===== config.mk =====
export PLATFORM = sky130hd
export DESIGN_NAME = fetch_queue
export DESIGN_NICKNAME = d
export VERILOG_FILES = /design/src/rtl/fetch_queue.sv
export SDC_FILE = /design/constraint.sdc
export NUM_CORES = 1
export LEC_CHECK = 0
export BUFFER_PORTS_ARGS = -buffer_cell sky130_fd_sc_hd__buf_2
export CAP_MARGIN = 20
export CORE_UTILIZATION = 45
export CTS_BUF_LIST = sky130_fd_sc_hd__clkbuf_8
export CTS_CLUSTER_DIAMETER = 200
export DETAILED_ROUTE_END_ITERATION = 8
export PLACE_DENSITY = 0.74
export SYNTH_ARGS = -nofsm -noshare
export SYNTH_HDL_FRONTEND = slang
export SYNTH_SLANG_ARGS = --single-unit

===== constraint.sdc =====
create_clock -name clk -period 18 [get_ports clk]
set_input_delay 1.8 -clock clk [delete_from_list [all_inputs] [get_ports clk]]
set_output_delay 1.8 -clock clk [all_outputs]
set_load 0.005 [all_outputs]

===== src/rtl/fetch_queue.sv =====
// fetch_queue: {pc, instr} prefetch FIFO between fetch and decode.
// Optional macro FETCH_QUEUE_BYPASS_EN forwards input to output when empty.
module fetch_queue #(
    parameter int                DEPTH     = 4,
    parameter int                ADDR_W    = 2,
    parameter logic [31:0]       NOP_INSTR = 32'h00000013
) (
    input  logic              clk,
    input  logic              reset,
    input  logic              in_valid,
    output logic              in_ready,
    input  logic [31:0]       in_pc,
    input  logic [31:0]       in_instr,
    input  logic              flush,
    output logic              out_valid,
    input  logic              out_ready,
    output logic [31:0]       out_pc,
    output logic [31:0]       out_instr,
    output logic [ADDR_W:0]   count
);

    localparam logic [ADDR_W:0] FULL_CNT = (ADDR_W + 1)'(DEPTH);

    logic [63:0]       mem_q [DEPTH];
    logic [ADDR_W-1:0] wr_ptr_q, wr_ptr_d;
    logic [ADDR_W-1:0] rd_ptr_q, rd_ptr_d;
    logic [ADDR_W:0]   count_q, count_d;

    logic not_empty;
    logic bypass;
    logic push;
    logic pop;
    logic [63:0] head;

    assign not_empty = (count_q != '0);
    assign in_ready  = (count_q != FULL_CNT);
    assign head      = mem_q[rd_ptr_q];

`ifdef FETCH_QUEUE_BYPASS_EN
    assign bypass = ~not_empty & in_valid & out_ready & ~flush;
`else
    assign bypass = 1'b0;
`endif

    assign push = in_valid & in_ready & ~flush & ~bypass;
    assign pop  = not_empty & out_ready & ~flush;

    // Head presentation: stored entry, forwarded input, or idle NOP.
    always_comb begin
        out_valid = not_empty;
        out_pc    = 32'h0;
        out_instr = NOP_INSTR;
        if (not_empty) begin
            out_pc    = head[63:32];
            out_instr = head[31:0];
        end else if (bypass) begin
            out_valid = 1'b1;
            out_pc    = in_pc;
            out_instr = in_instr;
        end
    end

    assign count = count_q;

    // Next-state for pointers and occupancy; flush empties the queue.
    always_comb begin
        wr_ptr_d = wr_ptr_q;
        rd_ptr_d = rd_ptr_q;
        count_d  = count_q;
        if (flush) begin
            wr_ptr_d = '0;
            rd_ptr_d = '0;
            count_d  = '0;
        end else begin
            if (push) wr_ptr_d = wr_ptr_q + 1'b1;
            if (pop)  rd_ptr_d = rd_ptr_q + 1'b1;
            case ({push, pop})
                2'b10:   count_d = count_q + 1'b1;
                2'b01:   count_d = count_q - 1'b1;
                default: count_d = count_q;
            endcase
        end
    end

    // Pointer and occupancy registers with synchronous reset.
    always_ff @(posedge clk) begin
        if (reset) begin
            wr_ptr_q <= '0;
            rd_ptr_q <= '0;
            count_q  <= '0;
        end else begin
            wr_ptr_q <= wr_ptr_d;
            rd_ptr_q <= rd_ptr_d;
            count_q  <= count_d;
        end
    end

    // Entry storage; contents need no reset since count guards reads.
    always_ff @(posedge clk) begin
        if (push & ~reset) begin
            mem_q[wr_ptr_q] <= {in_pc, in_instr};
        end
    end

endmodule


# Word-level counts from Yosys, hierarchy flattened
# Memory sizes are Yosys's and may differ from the RTL's. A register that Yosys moved wholly into a read port is not among the register bits.
# Index checks and enable logic that the tools add are counted.
[totals]
register_bits = 7
latchBits = 0
ram_bits = 256
rom_bits = 0
inputBits = 69
output_inout_bits = 69
word_cells = 29
n_memories = 1
[classes]
addsub = 4
n_mul = 0
div_mod_pow = 0
magnitude_cmp = 0
eq_ne = 3
shifts = 0
muxes = 8
n_bitwise = 7
n_reduce_logical = 3
[memory_table]
columns = ["name", "depth", "width", "rd", "rd_clocked_by_memory_dff", "wr", "line", "text"]
rows = [
  ["mem_q", 4, 64, 1, 1, 1, "24", "logic [63:0] mem_q [DEPTH];"],
]
[ops]
columns = ["cell", "count"]
rows = [
  ["32-bit 2-to-1 mux", 2],
  ["3-bit one-hot mux with 2 select lines", 1],
  ["1-bit bitwise AND", 5],
  ["2-bit by 1-bit adder with 2-bit output (second input constant)", 2],
  ["2-bit 2-to-1 mux", 2],
  ["3-bit by 1-bit adder with 3-bit output (second input constant)", 1],
  ["1-bit 2-to-1 mux", 3],
  ["3-bit != test (second input constant)", 1],
  ["3-bit nonzero test", 1],
  ["3-bit by 1-bit subtractor with 3-bit output (second input constant)", 1],
  ["2-bit by 1-bit equality test with 1-bit output (second input constant)", 1],
  ["2-bit equality test (second input constant)", 1],
  ["1-bit NOT", 2],
  ["2-bit nonzero test", 1],
  ["2-bit OR reduction", 1],
]

# Longest topological paths before layout
# Gate-level depths: netlist (run 1).
[logic_depth]
word_depth = 6
ltp_mapped = 8

# Worst setup path before layout (run 1)
# Ideal clock, no wire load.
[synth_path]
kind = "input to register"
start = "input flush"
end = "memory mem_q[1][0] (enable)"
setup_ns = 0.578
arrival_ns = 6.826
slack_ns = 10.595
cell_stages = 2
n_path_buf = 0
cell_sequence = "nand3b_2 nor3b_1"
[synth_via]
elab_chain_len = 5
[synth_lines]
columns = ["item", "line", "text"]
rows = [
  ["start: declaration", "14", "input logic flush,"],
  ["1-bit NOT", "45", "assign push = in_valid & in_ready & ~flush & ~bypass;"],
  ["1-bit bitwise AND", "45", ""],
  ["1-bit bitwise AND", "100", "if (push & ~reset) begin"],
  ["1-bit 2-to-1 mux", "100", ""],
  ["1-bit 2-to-1 mux (not written as such)", "101", "mem_q[wr_ptr_q] <= {in_pc, in_instr};"],
  ["end: declaration", "24", ""],
]
# No other way between the ends.

==> metrics.cfg, run 1 <==
[outcome]
outcome = complete, but fails checks
violations = DRC

[clock_network]
clk_path_buf_depth = 3
clock_sinks = 265
cts.clk_slew.worst_paths_ps = 60
holdBufCountCts = 0
cts_tree = yes
root_buffer = clkbuf_8
clkLatencyLatePin_ps = 520
htreeDepth = 2
numCtsBuffers = 42
postCtsSetupRepairBufs = 0
cts_resized = 0

[finish]
syn2layout_area_growth_pct = 16.2
layout.nets = 700
fin_cells = 936
post_route_cells_drive_above_1_share_pct = 39.9
fin_area_um2 = 11900
diodes = 0

[setup_path]
max_stage_delay_ps = 700
endpoint_kind = primary output
worstPathArrival_ps = 2950
cp_slowest_cell = dfxtp_4
path_cells = buf_4, mux4_1, or2_1, buf_2
required_ps = 16200
cp_max_fo = 38
start_kind = register
crit_type = reg2out

[timing]
setup_slack_ps = 13250
tightest_slew_ps = 990
hold_violations = 0
rsz0062_at_grt = no
tns_ps = 0
clock_skew_ps = 20.3
finalCritPeriodShare_pct = 26.4
relSlewSlack_pct = 34.0
setup_viol = 0
fin_crit_ps = 4750
fmax_mhz = 211
finalMaxSlewViolations = 0

[routing]
post_drt_wl_per_cell_um = 19.3
drtPass1Iterations = 6
num_vias = 4886
antenna_left = 0
drc = 10
viasPerCell = 5.22
drt-total-wl_mm = 18.0
drt_iter0_drc = 271

[pwr]
combinationalPowerShare_pct = 3.3
p_seq_share_pct = 59.1
p_per_area_nw_per_um2 = 97.4
p_clk_share_pct = 37.7
finalPower_mw = 1.16
p_leak_nw = 4.13
p_sw_share_pct = 20.1
internal-power_mw = 0.925
ir_drop_mv = 0.0585
p_sw_mw = 0.233

[yosys]
syn_nets = 534
synth.distinct_cells = 27
synth_edf_count = 256
synthCells = 459
syn_area_um2 = 10200
synthTopCellsByCount = edfxtp_1, and2_1, mux4_2, dfxtp_1
yosysTopAreaCell = edfxtp_1
synth_top_area_share_pct = 75.2
avgSynthCellArea_um2 = 22.3
seq_area_frac_synth_pct = 76.9
synth_most_common_cell = edfxtp_1
synth-seq-cells = 265
ys_warn_count = 0
synth_area_leaders = edfxtp_1, mux4_2, and2_1
ys.flop_type = edfxtp_1
ys_async_sr_fraction_pct = 0

[die]
die_y_um = 153
core_area_um2 = 22000
die_area_um2 = 23300
pin_count = 138
initial_utilization_pct = 46.4
die_w_um = 153
rows = 54

[placement]
portBuffers = 137
dp_hpwl_mm = 10.0
place.gp.congestion = 0.697
dp.cells = 860
dpl-instance-area_um2 = 11100
place_ws_ps = 13670

[global_routing]
gr-total-overflow = 0
grt_pass1_wl_mm = 28.8
grt_pass1_vias = 5407
grt_max_degree = 65
antenna_found_initial = 1
track_usage_pct = 16.1

[flow_run]
maxCapViolCount = 0

[hold_path]
min_path_type = reg2reg

layout by cell type (no fill, tap or decap), types with 2 or more instances in the layout:
master and count:
inv_1 23, clkbuf_8 44, nor2_1 7, dfxtp_1 7, a21oi_1 3, clkinv_1 8
dfxtp_4 2, buf_4 5, xor2_1 3, buf_2 137, nand2_1 5, mux2i_1 2
mux4_2 60, or2_1 3, or3_1 2, ha_1 5, mux4_1 4, clkinv_2 4
nor3b_2 4, edfxtp_1 256, o21ai_0 2, and2_1 61
stage by stage:
stage	hold slack, ps	utilization (%)
final	490	54.0
after global routing	546	54.0
after CTS	492	53.9
after detailed placement	481	50.5
after global placement	458	50.5
after floorplan	459	-
logic make-up (layout without fill, tap and decap cells):
logic type / after synthesis / after routing / synth area share [%]
XOR/XNOR: 3 / 3 / 0.257
AO/OA/AOI/OAI: 6 / 6 / 0.318
adder cells (fa/ha/maj): 6 / 6 / 0.808
buffers and inverters: 27 / 224 / 2.10
AND/OR/NAND/NOR: 86 / 86 / 5.13
multiplexers: 66 / 66 / 14.4
flip-flops: 265 / 265 / 76.9
critical path: cells and delay by family (launching register included):
| family | cells | cell delay [ps] |
|---|---|---|
| simple gates | 1 | 220 |
| flops | 1 | 700 |
| mux | 1 | 620 |
| buf+inv | 2 | 830 |
cell type report:
| cell class | count | area (um2) |
|---|---|---|
| clock inverter | 31 | 125 |
| inverter | 6 | 22.5 |
| fill | 1736 | 10100 |
| sequential | 265 | 7880 |
| clock buffer | 44 | 606 |
| timing repair buffer | 143 | 743 |
| tap | 280 | 350 |
| multi-input combinational | 167 | 2160 |
flip-flops by register name (all words and copies together), names as in the netlist, named ones only:
| name | flops |
|---|---|
| mem_q | 256 |
| count | 3 |
| rd_ptr_q | 2 |
| wr_ptr_q | 2 |
final timing paths:
check / start / endpoint / slack [ps] / cells after the start
max reg2reg: count[2]$_SDFFE_PP0P_ / count[2]$_SDFFE_PP0P_ / 15600 / 8
min: rd_ptr_q[1]$_SDFFE_PP0P_ / register / 490 / 2
max: register / out_instr[4] / 13250 / 4
min reg2reg: rd_ptr_q[1]$_SDFFE_PP0P_ / register / 490 / 2
layer usage:
metal / share of wire (%) / wire length [um] / GRT usage, %
met2: 51 / 9200 / 28.4
met5: 0.072 / 13 / 0
met1: 40 / 7290 / 19.2
met4: 2.0 / 361 / 5.68
met3: 6.5 / 1170 / 4.18
power by group through the flow:
stage               combinational (mW)  clock, mW  sequential (mW)
finish                          0.0377      0.436            0.684
global route                    0.0417      0.478            0.684
CTS                             0.0379      0.453            0.684
detailed placement              0.0379          0            0.697
global placement                0.0358          0            0.696
floorplan                       0.0169          0            0.697
No activity file was read; power rests on OpenSTA's default activity.
==> run 2, diff against run 1 <==
ABC_AREA = 1   (was default)
clock period = 4.5 ns   (was 18 ns; I/O delays follow)
==> metrics.cfg, run 2 <==
[outcome]
outcome = finished clean

[yosys]
synth_top_area_share_pct = 73.6  ; -1.6 points
synth_area_leaders = edfxtp_1, nor2_1, o21ai_0
synthCells = 829  ; +81%
synth.distinct_cells = 18  ; -33%
avgSynthCellArea_um2 = 12.6  ; -43%
seq_area_frac_synth_pct = 75.3  ; -1.6 points
synth_edf_count = 256  ; unchanged
syn_nets = 904  ; +69%
yosysTopAreaCell = edfxtp_1
synth-seq-cells = 265  ; unchanged
synth_most_common_cell = nor2_1
syn_area_um2 = 10400  ; +2.2%
ys_async_sr_fraction_pct = 0  ; unchanged
ys.flop_type = edfxtp_1
synthTopCellsByCount = nor2_1, edfxtp_1, o21ai_0, a21oi_1, nand2_1
ys_warn_count = 0  ; unchanged

[routing]
viasPerCell = 5.19  ; -0.65%
num_vias = 6680  ; +37%
post_drt_wl_per_cell_um = 16.8  ; -13%
drt-total-wl_mm = 21.6  ; +20%
drtPass1Iterations = 4  ; -2
drt_iter0_drc = 510  ; +88%
drc = 0  ; -10
antenna_left = 0  ; unchanged

[clock_network]
htreeDepth = 2  ; unchanged
postCtsSetupRepairBufs = 0  ; unchanged
numCtsBuffers = 43  ; +2.4%
clock_sinks = 265  ; unchanged
holdBufCountCts = 0  ; unchanged
clk_path_buf_depth = 3  ; unchanged
root_buffer = clkbuf_8
cts_resized = 0  ; unchanged
clkLatencyLatePin_ps = 520  ; about the same
cts.clk_slew.worst_paths_ps = 60  ; about the same
cts_tree = yes

[finish]
largest_reg_flops = 256  ; unchanged
syn2layout_area_growth_pct = 15.5
diodes = 0  ; unchanged
post_route_cells_drive_above_1_share_pct = 20.6  ; -19 points
fin_area_um2 = 12100  ; +1.6%
layout.nets = 1051  ; +50%
fin_cells = 1288  ; +38%
final_cell_mix = edfxtp_1, nor2_1, buf_2
n_fill_cell = 1928  ; +11%
post-route-util_pct = 53.1  ; -0.81 points
top_register = mem_q
final_common_cell = edfxtp_1

[pwr]
p_per_area_nw_per_um2 = 388  ; +300%
p_leak_nw = 4.43  ; +7.4%
ir_drop_mv = 0.229  ; +290%

[placement]
dp.cells = 1215  ; +41%
dp_hpwl_mm = 12.1  ; +21%
portBuffers = 137  ; unchanged
dpl-instance-area_um2 = 11300  ; +1.7%
place.gp.congestion = 0.741  ; +6.2%

[setup_path]
required_ps = 4050  ; -12,150 ps
crit_type = reg2out
cp_max_fo = 80  ; +110%
endpoint_kind = primary output
worstPathArrival_ps = 2860  ; -90 ps
start_kind = register

[global_routing]
track_usage_pct = 18.5  ; +2.4 points
gr-total-overflow = 0  ; unchanged
grt_use_met1_pct = 22.3  ; +3.0 points
antenna_found_initial = 1  ; unchanged
gr-usage-met2_pct = 33.4  ; +5.0 points
busiest_layer = met2
grtUsageMet3_pct = 4.06  ; -0.12 points
grt_pass1_wl_mm = 34.1  ; +18%
grt_pass1_vias = 6626  ; +23%
grt_max_degree = 81  ; +25%

[timing]
fin_crit_ps = 3310
finalMaxSlewViolations = 0  ; unchanged
relSlewSlack_pct = 30.1  ; -3.9 points
setup_viol = 0  ; unchanged
fmax_mhz = 302
rsz0062_at_grt = no
clock_skew_ps = 13.9  ; -6.39 ps
tightest_slew_ps = 1050  ; +57.2 ps
tns_ps = 0  ; unchanged
finalCritPeriodShare_pct = 73.5
whs_ps = 140  ; -350 ps
hold_violations = 0  ; unchanged

[die]
rows = 55  ; +1.9%
die_y_um = 154  ; +1.1%
initial_utilization_pct = 46.0  ; -0.43 points
die_w_um = 154  ; +1.1%
core_area_um2 = 22700  ; +3.1%
die_area_um2 = 23800  ; +2.1%
pin_count = 138  ; unchanged

[flow_run]
maxCapViolCount = 0  ; unchanged

[hold_path]
min_path_type = in2reg

run 2: kinds of logic after synthesis:
group	count (synthesis)	share of synthesized area (%)
AND/OR/NAND/NOR	292	10.6
adder cells (fa/ha/maj)	6	0.791
flip-flops	265	75.3
AO/OA/AOI/OAI	198	9.49
buffers and inverters	68	3.82
run 2: through the flow:
step | power (mW) | setup WS [ps]
final | 4.69 | 1190
after global routing | 4.86 | 955
after CTS | 4.74 | 1170
after detailed placement | 2.97 | 1740
after global placement | 2.96 | 1760
after floorplan | 2.87 | 351
run 2: path summary, 6_finish.rpt:
kind	startpoint	to	slack (ps)	cells after the start
hold reg to reg	wr_ptr_q[1]$_SDFFE_PP0P_	wr_ptr_q[1]$_SDFFE_PP0P_	510	2
hold / removal	in_pc[8]	mem_q[1][40]$_DFFE_PP_	140	1
setup reg to reg	count[0]$_SDFFE_PP0P_	mem_q[3][27]$_DFFE_PP_	2020	6
setup / recovery	register	out_instr[24]	1190	7
run 2: cell type report:
type	instances	area [um2]	area share, %
Inverter	21	80.1	0.663
Tap cell	285	357	2.95
Sequential cell	265	7870	65.2
Clock buffer	45	619	5.13
Multi-Input combinational cell	496	2210	18.3
Timing Repair Buffer	149	826	6.84
Clock inverter	27	106	0.881
run 2: power breakdown:
part	switching (mW)	internal (mW)	total (mW)	leakage [nW]
Combinational	0.117	0.0637	0.181	1.64
Clock	0.856	0.915	1.77	0.409
Sequential	0.00596	2.73	2.73	2.39
run 2: metal layers:
layer  routed length [um]  vias to the layer above
met1                 8740                     3217
met5                   11                        -
met3                 1420                       38
li1                     -                     3220
met2                11100                      203
met4                  389                        2
run 2: worst max-delay path, stage by stage, from the launching register on:
cell     delay (ps)
dfxtp_4         340
buf_4           430
buf_4           730
nor2_1          110
nor2_1          100
o21ai_0         100
a21oi_1         260
buf_2           170
==> run 3, diff against run 2 <==
clock period = 3.22 ns   (was 4.5 ns; I/O delays follow)
==> metrics.cfg, run 3 (synthesis results as in run 2) <==
[flow_run]
maxCapViolCount = 0  ; unchanged

[finish]
layout.nets = 1116  ; +6.2%
diodes = 0  ; unchanged
fin_area_um2 = 12800  ; +5.8%
fin_cells = 1359  ; +5.5%
syn2layout_area_growth_pct = 22.2
final_cell_mix = edfxtp_1, nor2_1, buf_2
post_route_cells_drive_above_1_share_pct = 20.5  ; -0.15 points
top_register = mem_q
final_common_cell = edfxtp_1
largest_reg_flops = 256  ; unchanged

[die]
initial_utilization_pct = 46.0  ; unchanged
die_area_um2 = 23800  ; unchanged
core_area_um2 = 22700  ; unchanged
pin_count = 138  ; unchanged
die_w_um = 154  ; unchanged
rows = 55  ; unchanged
die_y_um = 154  ; unchanged

[outcome]
outcome = finished clean

[placement]
place.gp.congestion = 0.743  ; +0.28%
dp.cells = 1221  ; +0.49%
dpl-instance-area_um2 = 11400  ; +0.51%
dp_hpwl_mm = 12.1  ; -0.18%
portBuffers = 137  ; unchanged

[clock_network]
clock_sinks = 265  ; unchanged
clkLatencyLatePin_ps = 530  ; about the same
cts_tree = yes
cts.clk_slew.worst_paths_ps = 60  ; about the same
clk_path_buf_depth = 3  ; unchanged
numCtsBuffers = 44  ; +2.3%
cts_resized = 0  ; unchanged
postCtsSetupRepairBufs = 0  ; unchanged
htreeDepth = 2  ; unchanged
root_buffer = clkbuf_8

[global_routing]
gr-total-overflow = 0  ; unchanged
grt_pass1_vias = 7018  ; +5.9%
grt_max_degree = 129  ; +59%
track_usage_pct = 19.0  ; +0.47 points
antenna_found_initial = 0  ; -1
grt_pass1_wl_mm = 35.5  ; +4.1%

[timing]
finalMaxSlewViolations = 0  ; unchanged
tns_ps = 0  ; unchanged
finalCritPeriodShare_pct = 84.7
clock_skew_ps = 14.6  ; +0.712 ps
rsz0062_at_grt = no
setup_viol = 0  ; unchanged
hold_violations = 0  ; unchanged
fmax_mhz = 367
tightest_slew_ps = 819  ; -227 ps
fin_crit_ps = 2730
relSlewSlack_pct = 45.4  ; +15 points

[setup_path]
crit_type = reg2out
r2r_start = count[0]$_SDFFE_PP0P_
start_kind = register
cp_max_fo = 128  ; +60%
endpoint_kind = primary output
r2r_setup_slack_ps = 1170  ; -850 ps
endpoint = out_instr[28]
r2r-end = mem_q[3][45]$_DFFE_PP_
required_ps = 2900  ; -1150 ps
reg2reg_depth = 6  ; unchanged
worstPathArrival_ps = 2410  ; -450 ps

[routing]
antenna_left = 0  ; unchanged
post_drt_wl_per_cell_um = 16.3  ; -2.9%
viasPerCell = 5.05  ; -2.6%
drt-total-wl_mm = 22.1  ; +2.4%
drc = 0  ; unchanged
num_vias = 6868  ; +2.8%
drtPass1Iterations = 4  ; unchanged
drt_iter0_drc = 442  ; -13%

[hold_path]
min_path_type = in2reg
min_path_cells = 1  ; unchanged

[pwr]
finalPower_mw = 6.79  ; +45%
p_per_area_nw_per_um2 = 532  ; +37%
ir_drop_mv = 0.422  ; +84%
p_leak_nw = 4.74  ; +7.0%

## run 3: final cells by class
type	count	area, um2
well taps	285	357
flip-flops and latches	265	7870
clock inverters	34	176
inverters	21	80.1
fillers	1873	9940
repair buffers	213	1450
multi-input cells	496	2210
clock buffers	45	619
## run 3: what timing repair did
action | in CTS | in global routing
hold buffers | 59 | 0
setup endpoints to repair | 0 | 0
hold endpoints to repair | 228 | 0
## run 3: routing by layer
metal | track usage, % | share of wire, % | vias to the layer above | wire, um
li1 | - | - | 3346 | -
met1 | 23.1 | 42 | 3286 | 9340
met2 | 33.5 | 51 | 190 | 11300
met3 | 3.45 | 4.6 | 46 | 1030
met4 | 7.54 | 2.4 | 0 | 521
met5 | 0 | 0 | - | 0
## run 3: per-stage QoR
step | utilization, % | worst slack, ps | hold WS (ps)
detailed placement | 50.1 | 1030 | 505
CTS | 56.2 | 438 | 2.75
global placement | 50.1 | 1080 | 475
finish | 56.2 | 492 | 35.0
floorplan | - | -849 | 421
global route | 56.2 | 292 | 12.1
## run 3: power by group
group          switching, mW  internal [mW]
clock                   1.27           1.39
combinational          0.172          0.138
sequential            0.0113           3.81
total                   1.46           5.34
## run 3: critical path: stages, from the launching register on
cell and delay (ps):
dfxtp_4 820, clkinv_2 160, buf_12 270, o21ai_0 260, a21oi_1 140, buf_2 150
## run 3: worst min-delay path by stage
stage                                        start                     end  slack, ps
after floorplan                        in_instr[0]   mem_q[0][0]$_DFFE_PP_        420
after global placement    rd_ptr_q[1]$_SDFFE_PP0P_                register        480
after CTS                                in_pc[15]  mem_q[0][47]$_DFFE_PP_          3
final                                    in_pc[19]  mem_q[3][51]$_DFFE_PP_         40
after detailed placement  rd_ptr_q[1]$_SDFFE_PP0P_                register        510
after global routing                     in_pc[29]  mem_q[0][61]$_DFFE_PP_         10
